File: src/rtl/memcpy_burst_engine_if.sv
// memcpy_burst_engine_if: command, AXI4 AR/R and output stream bundle
// master = engine side, slave = splitter / AXI fabric / consumer side
interface memcpy_burst_engine_if #(
  parameter int ADDR_W = 64,
  parameter int DATA_W = 512
);
  logic              burst_start;
  logic [ADDR_W-1:0] burst_addr;
  logic [7:0]        burst_len;
  logic              burst_on;
  logic              burst_done;
  logic              burst_err;
  logic [ADDR_W-1:0] m_araddr;
  logic [7:0]        m_arlen;
  logic              m_arvalid;
  logic              m_arready;
  logic [DATA_W-1:0] m_rdata;
  logic [1:0]        m_rresp;
  logic              m_rlast;
  logic              m_rvalid;
  logic              m_rready;
  logic [DATA_W-1:0] dout_data;
  logic              dout_valid;
  logic              dout_ready;

  modport master (
    input  burst_start, burst_addr, burst_len,
    input  m_arready, m_rdata, m_rresp, m_rlast, m_rvalid,
    input  dout_ready,
    output burst_on, burst_done, burst_err,
    output m_araddr, m_arlen, m_arvalid, m_rready,
    output dout_data, dout_valid
  );

  modport slave (
    output burst_start, burst_addr, burst_len,
    output m_arready, m_rdata, m_rresp, m_rlast, m_rvalid,
    output dout_ready,
    input  burst_on, burst_done, burst_err,
    input  m_araddr, m_arlen, m_arvalid, m_rready,
    input  dout_data, dout_valid
  );
endinterface

File: src/rtl/memcpy_burst_engine.sv
// memcpy_burst_engine: one command -> one AXI4 INCR read -> R beats streamed out
// Bad commands (zero/oversize/4KB-crossing) finish with burst_err and no AR.
module memcpy_burst_engine #(
  parameter int ADDR_W  = 64,
  parameter int DATA_W  = 512,
  parameter int MAX_LEN = 64
) (
  input logic clk,
  input logic rst,
  memcpy_burst_engine_if.master bus
);
  localparam logic [8:0] PAGE_BEATS = 9'd64;

  typedef enum logic [3:0] {
    S_IDLE = 4'b0001,
    S_ADDR = 4'b0010,
    S_DATA = 4'b0100,
    S_DONE = 4'b1000
  } state_e;

  state_e            state_q, state_d;
  logic [ADDR_W-1:0] addr_q, addr_d;
  logic [7:0]        arlen_q, arlen_d;
  logic [7:0]        cnt_q, cnt_d;
  logic              err_q, err_d;

  logic [8:0] span;
  logic       cmd_bad;
  logic       beat;
  logic       last;
  logic       unused_low;

  assign unused_low = ^bus.burst_addr[5:0];

  assign span    = {3'b0, bus.burst_addr[11:6]} + {1'b0, bus.burst_len};
  assign cmd_bad = (bus.burst_len == 8'd0)
                 || ({1'b0, bus.burst_len} > 9'(MAX_LEN))
                 || (span > PAGE_BEATS);
  assign beat    = (state_q == S_DATA) && bus.m_rvalid && bus.dout_ready;
  assign last    = (cnt_q == arlen_q);

  // State and datapath registers
  always_ff @(posedge clk or posedge rst) begin
    if (rst) begin
      state_q <= S_IDLE;
      addr_q  <= '0;
      arlen_q <= '0;
      cnt_q   <= '0;
      err_q   <= 1'b0;
    end else begin
      state_q <= state_d;
      addr_q  <= addr_d;
      arlen_q <= arlen_d;
      cnt_q   <= cnt_d;
      err_q   <= err_d;
    end
  end

  // Next state: command check, AR handshake, beat counting, error capture
  always_comb begin
    state_d = state_q;
    addr_d  = addr_q;
    arlen_d = arlen_q;
    cnt_d   = cnt_q;
    err_d   = err_q;
    unique case (state_q)
      S_IDLE: begin
        if (bus.burst_start) begin
          addr_d  = {bus.burst_addr[ADDR_W-1:6], 6'b0};
          arlen_d = bus.burst_len - 8'd1;
          cnt_d   = '0;
          err_d   = cmd_bad;
          state_d = cmd_bad ? S_DONE : S_ADDR;
        end
      end
      S_ADDR: begin
        if (bus.m_arready) state_d = S_DATA;
      end
      S_DATA: begin
        if (beat) begin
          cnt_d = cnt_q + 8'd1;
          if ((bus.m_rresp != 2'b00) || (bus.m_rlast != last))
            err_d = 1'b1;
          if (last) begin
            cnt_d   = '0;
            state_d = S_DONE;
          end
        end
      end
      S_DONE: state_d = S_IDLE;
      default: state_d = S_IDLE;
    endcase
  end

  // Outputs: AR from latched command, R/stream pass-through only in DATA
  always_comb begin
    bus.burst_on   = (state_q == S_ADDR) || (state_q == S_DATA);
    bus.burst_done = (state_q == S_DONE);
    bus.burst_err  = err_q;
    bus.m_araddr   = addr_q;
    bus.m_arlen    = arlen_q;
    bus.m_arvalid  = (state_q == S_ADDR);
    bus.m_rready   = 1'b0;
    bus.dout_valid = 1'b0;
    bus.dout_data  = '0;
    if (state_q == S_DATA) begin
      bus.m_rready   = bus.dout_ready;
      bus.dout_valid = bus.m_rvalid;
      bus.dout_data  = bus.m_rdata;
    end
  end
endmodule

File: src/flat_wrapper.sv
// flat-port wrapper written by rule: the top's interface ports become plain ports
module memcpy_burst_engine_flat 
#(
  parameter int ADDR_W  = 64,
  parameter int DATA_W  = 512,
  parameter int MAX_LEN = 64
)
  (clk, rst, bus_burst_start, bus_burst_addr, bus_burst_len, bus_m_arready, bus_m_rdata, bus_m_rresp, bus_m_rlast, bus_m_rvalid, bus_dout_ready, bus_burst_on, bus_burst_done, bus_burst_err, bus_m_araddr, bus_m_arlen, bus_m_arvalid, bus_m_rready, bus_dout_data, bus_dout_valid);
  memcpy_burst_engine_if #(.ADDR_W(ADDR_W), .DATA_W(DATA_W)) bus_i ();
  input logic clk;
  input logic rst;
  input wire logic [$bits(bus_i.burst_start)-1:0] bus_burst_start;
  input wire logic [$bits(bus_i.burst_addr)-1:0] bus_burst_addr;
  input wire logic [$bits(bus_i.burst_len)-1:0] bus_burst_len;
  input wire logic [$bits(bus_i.m_arready)-1:0] bus_m_arready;
  input wire logic [$bits(bus_i.m_rdata)-1:0] bus_m_rdata;
  input wire logic [$bits(bus_i.m_rresp)-1:0] bus_m_rresp;
  input wire logic [$bits(bus_i.m_rlast)-1:0] bus_m_rlast;
  input wire logic [$bits(bus_i.m_rvalid)-1:0] bus_m_rvalid;
  input wire logic [$bits(bus_i.dout_ready)-1:0] bus_dout_ready;
  output wire logic [$bits(bus_i.burst_on)-1:0] bus_burst_on;
  output wire logic [$bits(bus_i.burst_done)-1:0] bus_burst_done;
  output wire logic [$bits(bus_i.burst_err)-1:0] bus_burst_err;
  output wire logic [$bits(bus_i.m_araddr)-1:0] bus_m_araddr;
  output wire logic [$bits(bus_i.m_arlen)-1:0] bus_m_arlen;
  output wire logic [$bits(bus_i.m_arvalid)-1:0] bus_m_arvalid;
  output wire logic [$bits(bus_i.m_rready)-1:0] bus_m_rready;
  output wire logic [$bits(bus_i.dout_data)-1:0] bus_dout_data;
  output wire logic [$bits(bus_i.dout_valid)-1:0] bus_dout_valid;
  assign bus_i.burst_start = bus_burst_start;
  assign bus_i.burst_addr = bus_burst_addr;
  assign bus_i.burst_len = bus_burst_len;
  assign bus_i.m_arready = bus_m_arready;
  assign bus_i.m_rdata = bus_m_rdata;
  assign bus_i.m_rresp = bus_m_rresp;
  assign bus_i.m_rlast = bus_m_rlast;
  assign bus_i.m_rvalid = bus_m_rvalid;
  assign bus_i.dout_ready = bus_dout_ready;
  assign bus_burst_on = bus_i.burst_on;
  assign bus_burst_done = bus_i.burst_done;
  assign bus_burst_err = bus_i.burst_err;
  assign bus_m_araddr = bus_i.m_araddr;
  assign bus_m_arlen = bus_i.m_arlen;
  assign bus_m_arvalid = bus_i.m_arvalid;
  assign bus_m_rready = bus_i.m_rready;
  assign bus_dout_data = bus_i.dout_data;
  assign bus_dout_valid = bus_i.dout_valid;
  memcpy_burst_engine #(.ADDR_W(ADDR_W), .DATA_W(DATA_W), .MAX_LEN(MAX_LEN)) u_core (.clk(clk), .rst(rst), .bus(bus_i));
endmodule
File: config.mk
export PLATFORM = sky130hd
export DESIGN_NAME = memcpy_burst_engine_flat
export DESIGN_NICKNAME = d
export VERILOG_FILES = /design/src/rtl/memcpy_burst_engine_if.sv /design/src/rtl/memcpy_burst_engine.sv /design/src/flat_wrapper.sv
export SDC_FILE = /design/constraint.sdc
export NUM_CORES = 1
export LEC_CHECK = 0
export ABC_AREA = 1
export BUFFER_PORTS_ARGS = -buffer_cell sky130_fd_sc_hd__buf_2
export CAP_MARGIN = 20
export CORE_AREA = 2 2 456 458
export CTS_CLUSTER_DIAMETER = 100
export DETAILED_ROUTE_END_ITERATION = 8
export DIE_AREA = 0 0 458 460
export SYNTH_ARGS = -nofsm -noshare
export SYNTH_HDL_FRONTEND = slang
export SYNTH_SLANG_ARGS = --single-unit
export TNS_END_PERCENT = 1
File: constraint.sdc
create_clock -name clk -period 5.7 [get_ports clk]
set_input_delay 1.14 -clock clk [delete_from_list [all_inputs] [get_ports clk]]
set_output_delay 1.14 -clock clk [all_outputs]
set_load 0.01 [all_outputs]
# Yosys cells after proc, flatten, opt, wreduce, memory -nomap -nowiden

Index checks and enable logic that the tools add are counted.

Add/sub/neg operators: 3
Magnitude comparators: 2
Equal/unequal tests: 11
Multiplexer cells: 17
Reductions and logical operators: 13

Operators with widths:

| kind                                                           | number |
|---|---|
| 2-to-1 mux 512 bit                                             | 1 |
| 2-to-1 mux 8 bit                                               | 3 |
| 2-to-1 mux 4 bit                                               | 5 |
| one-hot mux 8 bit (2 select lines)                             | 1 |
| one-hot mux 4 bit (3 select lines)                             | 1 |
| adder 6 x 8 -> 9 bit                                           | 1 |
| greater-than comparator 9 x 7 -> 1 bit (second input constant) | 1 |
| adder 8 x 1 -> 8 bit (second input constant)                   | 1 |
| == test 8 bit                                                  | 1 |
| greater-than comparator 8 x 7 -> 1 bit (second input constant) | 1 |
| logical NOT 8 bit                                              | 1 |
| AND reduction 4 bit                                            | 2 |
| subtractor 8 x 1 -> 8 bit (second input constant)              | 1 |
| != test 2 x 1 -> 1 bit (second input constant)                 | 3 |
| 2-to-1 mux 1 bit                                               | 5 |
| == test 4 x 1 -> 1 bit (second input constant)                 | 1 |
| == test 4 x 2 -> 1 bit (second input constant)                 | 1 |
| == test 4 x 3 -> 1 bit (second input constant)                 | 1 |
| == test 4 bit (second input constant)                          | 1 |
| logical OR 1 bit                                               | 4 |
| != test 2 bit (second input constant)                          | 2 |
| nonzero test 2 bit                                             | 2 |
| AND reduction 3 bit                                            | 1 |
| logical AND 1 bit                                              | 2 |
| 3 further kinds                                                | 3 |

Register bits after elaboration: 79
Bits of input ports: 593
Output and inout port bits: 590
Word-level logic and storage cells: 51

# Longest topological paths before layout

Gate-level depths: netlist of run 1.

Word-level depth: 6
Mapped depth: 13
Gate-level depth less buffers: 13

# Worst setup path after synthesis of run 1

Ideal clock, no wire load.

Path kind: input port to flip-flop
Start: input bus_burst_len[0]
End: register u_core.err_q (netlist: u_core.bus.burst_err)
Library setup time: 0.117 ns
Arrival: 2.588 ns
Data required time: 5.583 ns
Setup slack: 2.995 ns
Stages on the path: 11
Buffers on the path: 0
Cell sequence: ha_1 fa_1 or2_2 nor2_1 nand3_1 nor2_1 nand2_1 nand2_1 nand3_1 nand2_1 nand2_1

Cells in the longest elaborated chain, start to end: 5
Elaborated cells on any way between the ends: 8
Classes of those cells: add/sub (1); order compare (2); mux (2); reduce/logical (3)

Ends and longest elaborated chain:

| element                                                                           | line                                                 | RTL |
|---|---|---|
| start: declaration                                                                | flat_wrapper.sv:14                                   | `input wire logic [$bits(bus_i.burst_len)-1:0] bus_burst_len;` |
| adder 6 x 8 -> 9 bit, or another cell as far along                                | memcpy_burst_engine.sv:35                            | `assign span = {3'b0, bus.burst_addr[11:6]} + {1'b0, bus.burst_len};` |
| greater-than comparator 9 x 7 -> 1 bit / logical OR 1 bit (equally long branches) | memcpy_burst_engine.sv:38, memcpy_burst_engine.sv:37 |  |
| logical OR 1 bit (*)                                                              | memcpy_burst_engine.sv:38                            | `\|\| (span > PAGE_BEATS);` |
| 2-to-1 mux 1 bit (*)                                                              | memcpy_burst_engine.sv:68                            | `if (bus.burst_start) begin` |
| one-hot mux 1 bit (2 select lines) (*)                                            | memcpy_burst_engine.sv:66                            | `unique case (state_q)` |
| end signal: assignment                                                            | memcpy_burst_engine.sv:55                            | `err_q <= err_d;` |
| end: declaration                                                                  | memcpy_burst_engine.sv:25                            | `logic err_q, err_d;` |

Every way passes the cells marked *; elsewhere a longest branch is shown, timed or not. The select of a mux whose other input is x is not followed.
A chain may end at the register's enable or synchronous reset.

# Final worst setup path of run 1

Start: register u_core.state_q[0]
End: output bus_dout_data[31]

Cells in the longest elaborated chain, start to end: 2

Ends and longest elaborated chain:

| element                  | line                       | RTL |
|---|---|---|
| start: declaration       | memcpy_burst_engine.sv:21  | `state_e state_q, state_d;` |
| start signal: assignment | memcpy_burst_engine.sv:51  | `state_q <= state_d;` |
| == test 4 x 3 -> 1 bit   | memcpy_burst_engine.sv:106 | `if (state_q == S_DATA) begin` |
| 2-to-1 mux 512 bit       | memcpy_burst_engine.sv:106 |  |
| end: declaration         | flat_wrapper.sv:28         | `output wire logic [$bits(bus_i.dout_data)-1:0] bus_dout_data;` |

No other way between the ends.

==> metrics, run 1 <==
status=finished clean; number of antenna violations at the first check in global routing=473; ys flop type=sky130_fd_sc_hd__dfrtp_1; shortest clock period the worst path allows after layout=3.87 ns; die extent in x=458 µm; row count=167; Synth top cells by count=549 x sky130_fd_sc_hd__inv_1, 532 x sky130_fd_sc_hd__nor2_1, 248 x sky130_fd_sc_hd__nand2_1; routability cong.=0.874; count of routing violations after the opening detailed-route iteration=898; transition time of the tightest slew-check pin=0.976 ns; CTS H-tree depth=3; placed wire-length estimate after detailed placement=197000 µm; Placed Cells=5385; type of the tightest min-delay check=register to register; first-pass GRT wire length=229000 µm; number of buffers inserted for hold repair after clock tree synthesis=0; Yosys Warn Count=0; clock tree from TritonCTS=yes; starting density of the core=3.91%; WP data arrival=2.73 ns; largest net degree at the start of global routing=113; largest family of logic cells by synthesized area=simple AND/OR/NAND/NOR gates; clock input transition at the sequential cells of the worst setup and hold paths=0.08 ns; xor and xnor fraction of the mapped netlist area=1.20%; synthesized area per cell=5.12 µm²; power consumption=0.00288 W; Routed WL=204000 µm; final period utilization=67.8%; synthesized flop and latch total=79; main area contributors after synthesis=sky130_fd_sc_hd__inv_1 26%, sky130_fd_sc_hd__nor2_1 25%, sky130_fd_sc_hd__dfrtp_1 24%; synthesis-to-layout area growth=116%; vertical extent of the die=460 µm; clock latency at the later pin of the worst-skew pair=0.38 ns; Setup Skew=0.0129 ns; clock buffer count from CTS=9; post-route setup TNS=0 ns; Max Clk Rate=259 MHz; synthesized netlist cell count=1575; complex-gate fraction of the synthesized area=1.41%; post-synthesis instance area=8060 µm²; wire length per cell after detailed routing=37.4 µm; adder-cell area share of the yosys netlist=1.65%; Port Buffers=1170; top-count cell post-synth=sky130_fd_sc_hd__inv_1; Detail Route met2 WL=118000 µm; number of nets in the finished design=3296; Overflow after GRT=0; max-cap check violation count=0; setup repair after global routing missed its margin=no; Total GRT Usage=18.6%; number of standard cells in the layout, taps in and fillers out=5463; worst setup path category=register to primary output; sequential-to-total area share from yosys stat=24.5%; fraction of synthesized area in multiplexers=0%; number of distinct library cells after synthesis=30; number of nets with antenna violations after detailed routing=0; CTS Sinks=79; CTS root buf=sky130_fd_sc_hd__clkbuf_16; buffer count from post-CTS setup fixing=0; Routed met3 length=27300 µm; total count of hold-check failures in the final report=0; total number of vias=15137; required arrival time at the worst endpoint=4.56 ns; DRC viols=0; Post-synth ARST share=100%; DR top layer=met5; total of cells resized after clock tree synthesis=0; final core area utilization=8.46%; pwr dens=165 nW/µm²; core area=206000 µm²; Setup crit end kind=primary output; number of setup violations in the final report=0; largest vdd supply drop=209 µV; Detailed Routing Iterations Pass 1=5; top cell type by total area after synthesis=sky130_fd_sc_hd__inv_1; simple-gate portion of the synthesized area=39.4%; CP max FO=112; Leakage=11.7 nW; total I/O pin count=1183; Vias/cell=2.77; max-slew violation count=0; Die Outline Area=211000 µm²; number of synthesized flops with an enable pin=0; clock tree buffer depth=2; fraction of final layout cells sized beyond drive strength 1=44.9%; met1 WL=51500 µm; vias in the first global route=12001; launching element type of the critical path=register; tightest slew margin relative to the limit=34.9%; fraction of synthesized cell area taken by the top area cell type=25.6%
## per-layer routing
layer	up-vias	global-route usage [%]
met4	276	1.19
met2	1390	40.3
met3	852	11.0
met1	6119	13.9
met5	-	0
li1	6500	-
## power by group
group	internal, W	switching [W]
combinational	0.000519	0.000782
sequential	0.000796	0.000142
clock	0.000349	0.000290
## sequential cells by signal, summed over array words and instances (netlist names)
register / count
u_core.bus.m_araddr: 58
u_core.bus.m_arlen: 8
u_core.cnt_q: 8
u_core.state_q: 4
u_core.bus.burst_err: 1
## stage by stage
step                area, µm²  hold WS (ns)  worst slack (ns)
global route            17300         0.501              1.60
finish                  17400         0.479              1.83
detailed placement      16900         0.461              2.18
CTS                     17300         0.481              1.74
global placement        16900         0.458              2.23
floorplan                8080         0.475              2.54
## layout make-up
cell class / instances / area [µm²]
tap: 2704 / 3380
fill: 24782 / 189000
clock buffer: 9 / 225
clock inverter: 7 / 85.1
inverter: 554 / 2090
antenna: 61 / 153
timing repair buffer: 1180 / 5970
sequential: 79 / 1980
multi-input combinational: 869 / 3540
## final timing paths
check	slack [ns]	cells after the start	startpoint	end
worst max-delay path	1.83	7	u_core.state_q[0]	bus_dout_data[31]
worst min-delay path	0.48	2	u_core.bus.m_araddr[38]	u_core.bus.m_araddr[38]
worst max register to register	2.83	11	u_core.state_q[1]	u_core.bus.burst_err
worst min register to register	0.48	2	u_core.bus.m_araddr[38]	u_core.bus.m_araddr[38]
max in group asynchronous	3.87	3	rst	u_core.bus.m_arlen[4]
min in group asynchronous	0.72	2	rst	u_core.bus.m_araddr[41]
## layout by cell type (no fill, tap or decap), types with 3 or more instances in the layout
cell type	synthesis	final
sky130_fd_sc_hd__xor2_1	5	5
sky130_fd_sc_hd__nor2_1	532	532
sky130_fd_sc_hd__nand2_1	248	248
sky130_fd_sc_hd__buf_12	0	3
sky130_fd_sc_hd__inv_2	5	4
sky130_fd_sc_hd__o21ai_0	13	13
sky130_fd_sc_hd__inv_8	0	3
sky130_fd_sc_hd__diode_2	0	61
sky130_fd_sc_hd__xnor2_1	6	6
sky130_fd_sc_hd__nand4_1	4	4
sky130_fd_sc_hd__buf_4	7	7
sky130_fd_sc_hd__dfrtp_1	78	78
sky130_fd_sc_hd__ha_1	9	9
sky130_fd_sc_hd__nor3_1	5	5
sky130_fd_sc_hd__a21oi_1	8	8
sky130_fd_sc_hd__buf_2	42	1170
sky130_fd_sc_hd__nand3_1	21	21
sky130_fd_sc_hd__conb_1	1	6
sky130_fd_sc_hd__clkbuf_16	0	9
sky130_fd_sc_hd__inv_1	549	548
## worst max-delay path, cell delays in order (launching register included)
cell and delay, ns:
sky130_fd_sc_hd__dfstp_2 0.59, sky130_fd_sc_hd__inv_2 0.03, sky130_fd_sc_hd__nand2_1 0.13, sky130_fd_sc_hd__nor3_4 0.08, sky130_fd_sc_hd__inv_8 0.34, sky130_fd_sc_hd__buf_12 0.46
sky130_fd_sc_hd__nor2_1 0.13, sky130_fd_sc_hd__buf_2 0.20
## logic make-up after synthesis
logic type	Yosys count
and+or+nand+nor	820
AOI/OAI and AO/OA	22
DFF	79
adders and majority gates	10
other	1
xor gates and xnor gates	11
buffers and inverters	632
Note: power is estimated with default switching activity, not from simulation.
==> inputs of run 2 (changes only) <==
Settings changed: CORE_AREA 2 2 456 458 to 2 2 457 459, DIE_AREA 0 0 458 460 to 0 0 459 461.
Clock period 5.7 ns to 3.6 ns, I/O delays scaled along.
==> metrics, run 2 (synthesis results as in run 1) <==
CTS root buf=sky130_fd_sc_hd__clkbuf_16; core area=206000 µm² (+0.20%); CP max FO=68 (-39%); CTS H-tree depth=3 (unchanged); power consumption=0.00453 W (+57%); setup repair after global routing missed its margin=no; tightest slew margin relative to the limit=46.6% (+12 points); Total GRT Usage=17.8% (-0.87 points); starting density of the core=3.90% (-0.0079 points); die extent in x=459 µm (+0.22%); clock latency at the later pin of the worst-skew pair=0.38 ns (about the same); cell with the biggest individual delay on the critical path=sky130_fd_sc_hd__dfstp_2; switching part of the total power=43.1% (+0.90 points); number of setup violations in the final report=0 (unchanged); count of routing violations after the opening detailed-route iteration=890 (-0.89%); Overflow after GRT=0 (unchanged); count of buffer and inverter cells on the critical path=5 (+1); beginning of the worst register-to-register path=u_core.state_q[1]; transition time of the tightest slew-check pin=0.799 ns (-0.177 ns); total I/O pin count=1183 (unchanged); CP peak stage delay=0.58 ns (about the same); max-slew violation count=0 (unchanged); vias in the first global route=12356 (+3.0%); top library cells by usage in the layout, fill and taps aside=1170 x sky130_fd_sc_hd__buf_2, 548 x sky130_fd_sc_hd__inv_1, 532 x sky130_fd_sc_hd__nor2_1, 248 x sky130_fd_sc_hd__nand2_1, 78 x sky130_fd_sc_hd__dfrtp_1; post-route setup TNS=0 ns (unchanged); top cell family by delay on the critical path=buffers and inverters; Setup crit end kind=primary output; series of cell instances along the critical path=inv_2 > nand2_1 > nor3_4 > inv_8 > buf_12 > buf_12 > nor2_1 > buf_2; clock tree from TritonCTS=yes; clock input transition at the sequential cells of the worst setup and hold paths=0.08 ns (about the same); switching pwr=0.00195 W (+61%); number of nets in the finished design=3311 (+0.46%); first-pass GRT wire length=220000 µm (-3.7%); combinational cell fraction of total power=46.2% (+1.0 points); flip-flop count of the largest register after layout=58 (unchanged); Port Buffers=1170 (unchanged); Die Outline Area=212000 µm² (+0.44%); vertical extent of the die=461 µm (+0.22%); status=finished clean; fraction of final layout cells sized beyond drive strength 1=45.2% (+0.30 points); number of antenna violations at the first check in global routing=438 (-7.4%); largest vdd supply drop=362 µV (+73%); Max Clk Rate=315 MHz; launching element type of the critical path=register; commonest non-fill, non-tap cell in the layout=sky130_fd_sc_hd__buf_2; clock network fraction of total power=21.0% (-1.2 points); shortest clock period the worst path allows after layout=3.18 ns; clock buffer count from CTS=9 (unchanged); Setup Skew=0.0127 ns (-0.000185 ns); pwr dens=258 nW/µm² (+56%); total number of vias=15208 (+0.47%); total count of hold-check failures in the final report=0 (unchanged); Leakage=11.8 nW (+0.76%); clock tree buffer depth=2 (unchanged); Detailed Routing Iterations Pass 1=5 (unchanged); Routed WL=197000 µm (-3.9%); largest net degree at the start of global routing=72 (-36%); number of nets with antenna violations after detailed routing=0 (unchanged); total of cells resized after clock tree synthesis=0 (unchanged); worst setup path category=register to primary output; wire length per cell after detailed routing=35.9 µm (-4.0%); synthesis-to-layout area growth=118%; number of buffers inserted for hold repair after clock tree synthesis=0 (unchanged); routability cong.=0.904 (+3.5%); WP data arrival=2.46 ns (-0.27 ns); row count=167 (unchanged); share of power burned in registers=32.9% (+0.3 points); type of the tightest min-delay check=primary input to asynchronous set/reset pin; DRC viols=0 (unchanged); beginning of the critical path=u_core.state_q[0]; buffer count from post-CTS setup fixing=0 (unchanged); Vias/cell=2.78 (+0.32%); required arrival time at the worst endpoint=2.88 ns (-1.68 ns); internal portion of total power=0.00258 W (+55%); CTS Sinks=79 (unchanged); final period utilization=88.3%; placed wire-length estimate after detailed placement=190000 µm (-3.9%); max-cap check violation count=0 (unchanged); library cell appearing most often on the critical path=sky130_fd_sc_hd__buf_12
run 2: per-layer routing:
layer	part of all wire (%)	GRT usage [%]	up-vias
met4	3.0	2.25	266
met1	26	13.8	6210
met5	0.89	0	-
met2	56	36.6	1412
li1	-	-	6533
met3	14	11.3	787
run 2: layout make-up:
class	count	area (µm²)
Clock buffer	10	239
Multi-Input combinational cell	869	3540
Antenna cell	54	135
Sequential cell	79	1980
Inverter	554	2090
Timing Repair Buffer	1195	6130
Fill cell	24747	189000
Clock inverter	6	50.0
Tap cell	2704	3380
run 2: per-stage QoR:
stage               util [%]  std cells  hold WS [ns]  worst slack, ns  instance area (µm²)
floorplan                  -       1580         0.475            0.858                 8080
global placement        8.29       5401         0.459            0.826                17100
detailed placement      8.29       5401         0.460            0.825                17100
CTS                     8.43       5417         0.338            0.411                17400
global route            8.47       5444         0.371            0.310                17500
finish                  8.50       5471         0.340            0.423                17500
run 2: final timing paths:
| kind | to | slack (ns) | cells past startpoint |
|---|---|---|---|
| worst min-delay path | u_core.bus.m_araddr[45] | 0.34 | 2 |
| max in group asynchronous | u_core.state_q[0] | 2.38 | 3 |
| worst min register to register | u_core.bus.m_araddr[22] | 0.48 | 2 |
| worst max-delay path | bus_dout_data[133] | 0.42 | 8 |
| worst max register to register | u_core.bus.burst_err | 1.36 | 12 |
| min in group clk | u_core.bus.m_araddr[22] | 0.48 | 2 |
run 2: power by group through the flow:
stage	registers, W	clock network (W)	logic (W)
5_1_grt	0.00153	0.00100	0.00235
3_3_place_gp	0.00149	0	0.00212
2_1_floorplan	0.00165	0	0.000848
4_1_cts	0.00148	0.000978	0.00215
6_report	0.00149	0.000951	0.00209
3_5_place_dp	0.00148	0	0.00214
==> inputs of run 3 (changes only) <==
Settings changed: CTS_BUF_LIST set to sky130_fd_sc_hd__clkbuf_16.
==> metrics, run 3 (synthesis results as in run 1) <==
flip-flop count of the largest register after layout=58 (unchanged); Total GRT Usage=17.8% (about the same); CTS H-tree depth=3 (unchanged); CTS Sinks=79 (unchanged); number of nets with antenna violations after detailed routing=0 (unchanged); clock latency at the later pin of the worst-skew pair=0.39 ns (about the same); total number of vias=15131 (-0.51%); Stages on worst setup path=8 (unchanged); Die Outline Area=212000 µm² (unchanged); largest vdd supply drop=361 µV (-0.11%); wire length per cell after detailed routing=35.9 µm (-0.20%); clock tree from TritonCTS=yes; vertical extent of the die=461 µm (unchanged); clock buffer count from CTS=9 (unchanged); core area=206000 µm² (unchanged); WP data arrival=2.45 ns (about the same); synthesis-to-layout area growth=118% (about the same); setup repair after global routing missed its margin=no; fraction of final layout cells sized beyond drive strength 1=45.2% (about the same); FF-to-FF setup slack=1.38 ns (+0.02 ns); max-slew violation count=0 (unchanged); transition time of the tightest slew-check pin=0.804 ns (+0.00463 ns); number of antenna violations at the first check in global routing=440 (+0.46%); Setup Skew=0.0126 ns (-0.0000427 ns); Port Buffers=1170 (unchanged); beginning of the worst register-to-register path=u_core.state_q[1]; number of standard cells in the layout, taps in and fillers out=5481 (+0.18%); top cell family by delay on the critical path=buffers and inverters; worst setup path category=register to primary output; CP peak stage delay=0.58 ns (about the same); Placed Area=17100 µm² (unchanged); CTS root buf=sky130_fd_sc_hd__clkbuf_16; Overflow after GRT=0 (unchanged); DRC viols=0 (unchanged); starting density of the core=3.90% (unchanged); Vias/cell=2.76 (-0.69%); required arrival time at the worst endpoint=2.88 ns (about the same); count of routing violations after the opening detailed-route iteration=969 (+8.9%); final period utilization=88.0% (-0.20 points); commonest non-fill, non-tap cell in the layout=sky130_fd_sc_hd__buf_2; beginning of the critical path=u_core.state_q[0]; Setup crit end kind=primary output; row count=167 (unchanged); status=finished clean; CP max FO=68 (unchanged); clock tree buffer depth=2 (unchanged); clock input transition at the sequential cells of the worst setup and hold paths=0.07 ns (about the same); top library cells by usage in the layout, fill and taps aside=1170 x sky130_fd_sc_hd__buf_2, 548 x sky130_fd_sc_hd__inv_1, 532 x sky130_fd_sc_hd__nor2_1, 248 x sky130_fd_sc_hd__nand2_1, 78 x sky130_fd_sc_hd__dfrtp_1; die extent in x=459 µm (unchanged); cell with the biggest individual delay on the critical path=sky130_fd_sc_hd__dfstp_2; routability cong.=0.904 (unchanged); number of setup violations in the final report=0 (unchanged); tightest slew margin relative to the limit=46.3% (-0.31 points); number of nets in the finished design=3311 (unchanged); number of buffers inserted for hold repair after clock tree synthesis=0 (unchanged); Routed WL=197000 µm (about the same); shortest clock period the worst path allows after layout=3.17 ns (-0.00722 ns); max-cap check violation count=0 (unchanged); placed wire-length estimate after detailed placement=190000 µm (unchanged); Finished Cell Area=17600 µm² (about the same); post-route setup TNS=0 ns (unchanged); total count of hold-check failures in the final report=0 (unchanged); total of cells resized after clock tree synthesis=0 (unchanged); Max Clk Rate=315 MHz (+0.23%); first-pass GRT wire length=220000 µm (about the same); Detailed Routing Iterations Pass 1=4 (-1); count of buffer and inverter cells on the critical path=5 (unchanged); Worst R2R Path Depth=12 (unchanged); buffer count from post-CTS setup fixing=0 (unchanged); library cell appearing most often on the critical path=sky130_fd_sc_hd__buf_12; vias in the first global route=12339 (-0.14%); Leakage=11.8 nW (about the same); launching element type of the critical path=register; CP endpoint=bus_dout_data[138]; total I/O pin count=1183 (unchanged); largest net degree at the start of global routing=72 (unchanged); series of cell instances along the critical path=inv_2 > nand2_1 > nor3_4 > inv_8 > buf_12 > buf_12 > nor2_1 > buf_2; Hold Worst Slack=0.332 ns (-0.00822 ns); pwr dens=257 nW/µm² (-0.42%); Placed Cells=5401 (unchanged); type of the tightest min-delay check=primary input to asynchronous set/reset pin; end of the worst register-to-register path=u_core.bus.burst_err
run 3: worst min-delay path by stage:
| stage | cells past startpoint | slack [ns] | to |
|---|---|---|---|
| 2_1_floorplan | 2 | 0.48 | u_core.state_q[2] |
| 3_3_place_gp | 2 | 0.46 | u_core.bus.m_araddr[33] |
| 3_5_place_dp | 2 | 0.46 | u_core.bus.m_araddr[22] |
| 4_1_cts | 2 | 0.34 | u_core.bus.m_araddr[45] |
| 5_1_grt | 2 | 0.37 | u_core.bus.m_araddr[45] |
| 6_report | 2 | 0.33 | u_core.bus.m_araddr[45] |
run 3: cell type report:
class	instances	area, µm²
diodes	64	160
flip-flops and latches	79	1980
clock buffers	9	225
fillers	24750	189000
well taps	2704	3380
inverters	554	2090
repair buffers	1195	6130
multi-input cells	869	3540
clock inverters	7	53.8
run 3: stage by stage:
step / total power [W] / setup slack (ns) / util [%]
after global placement: 0.00361 / 0.826 / 8.29
after global routing: 0.00486 / 0.310 / 8.46
after detailed placement: 0.00362 / 0.825 / 8.29
final: 0.00452 / 0.430 / 8.51
after floorplan: 0.00250 / 0.858 / -
after CTS: 0.00459 / 0.411 / 8.43
run 3: routing by layer:
| metal | vias to the layer above | GRT usage [%] | part of all wire, % |
|---|---|---|---|
| met4 | 266 | 2.25 | 3.0 |
| met3 | 772 | 11.2 | 14 |
| met5 | - | 0 | 0.89 |
| met2 | 1378 | 36.6 | 56 |
| met1 | 6168 | 13.9 | 26 |
| li1 | 6547 | - | - |
run 3: report_power, final:
part	internal [W]	leakage (nW)	switching, W
registers	0.00126	0.993	0.000228
clock network	0.000475	0.136	0.000458
logic	0.000822	10.7	0.00127
total	0.00256	11.8	0.00196
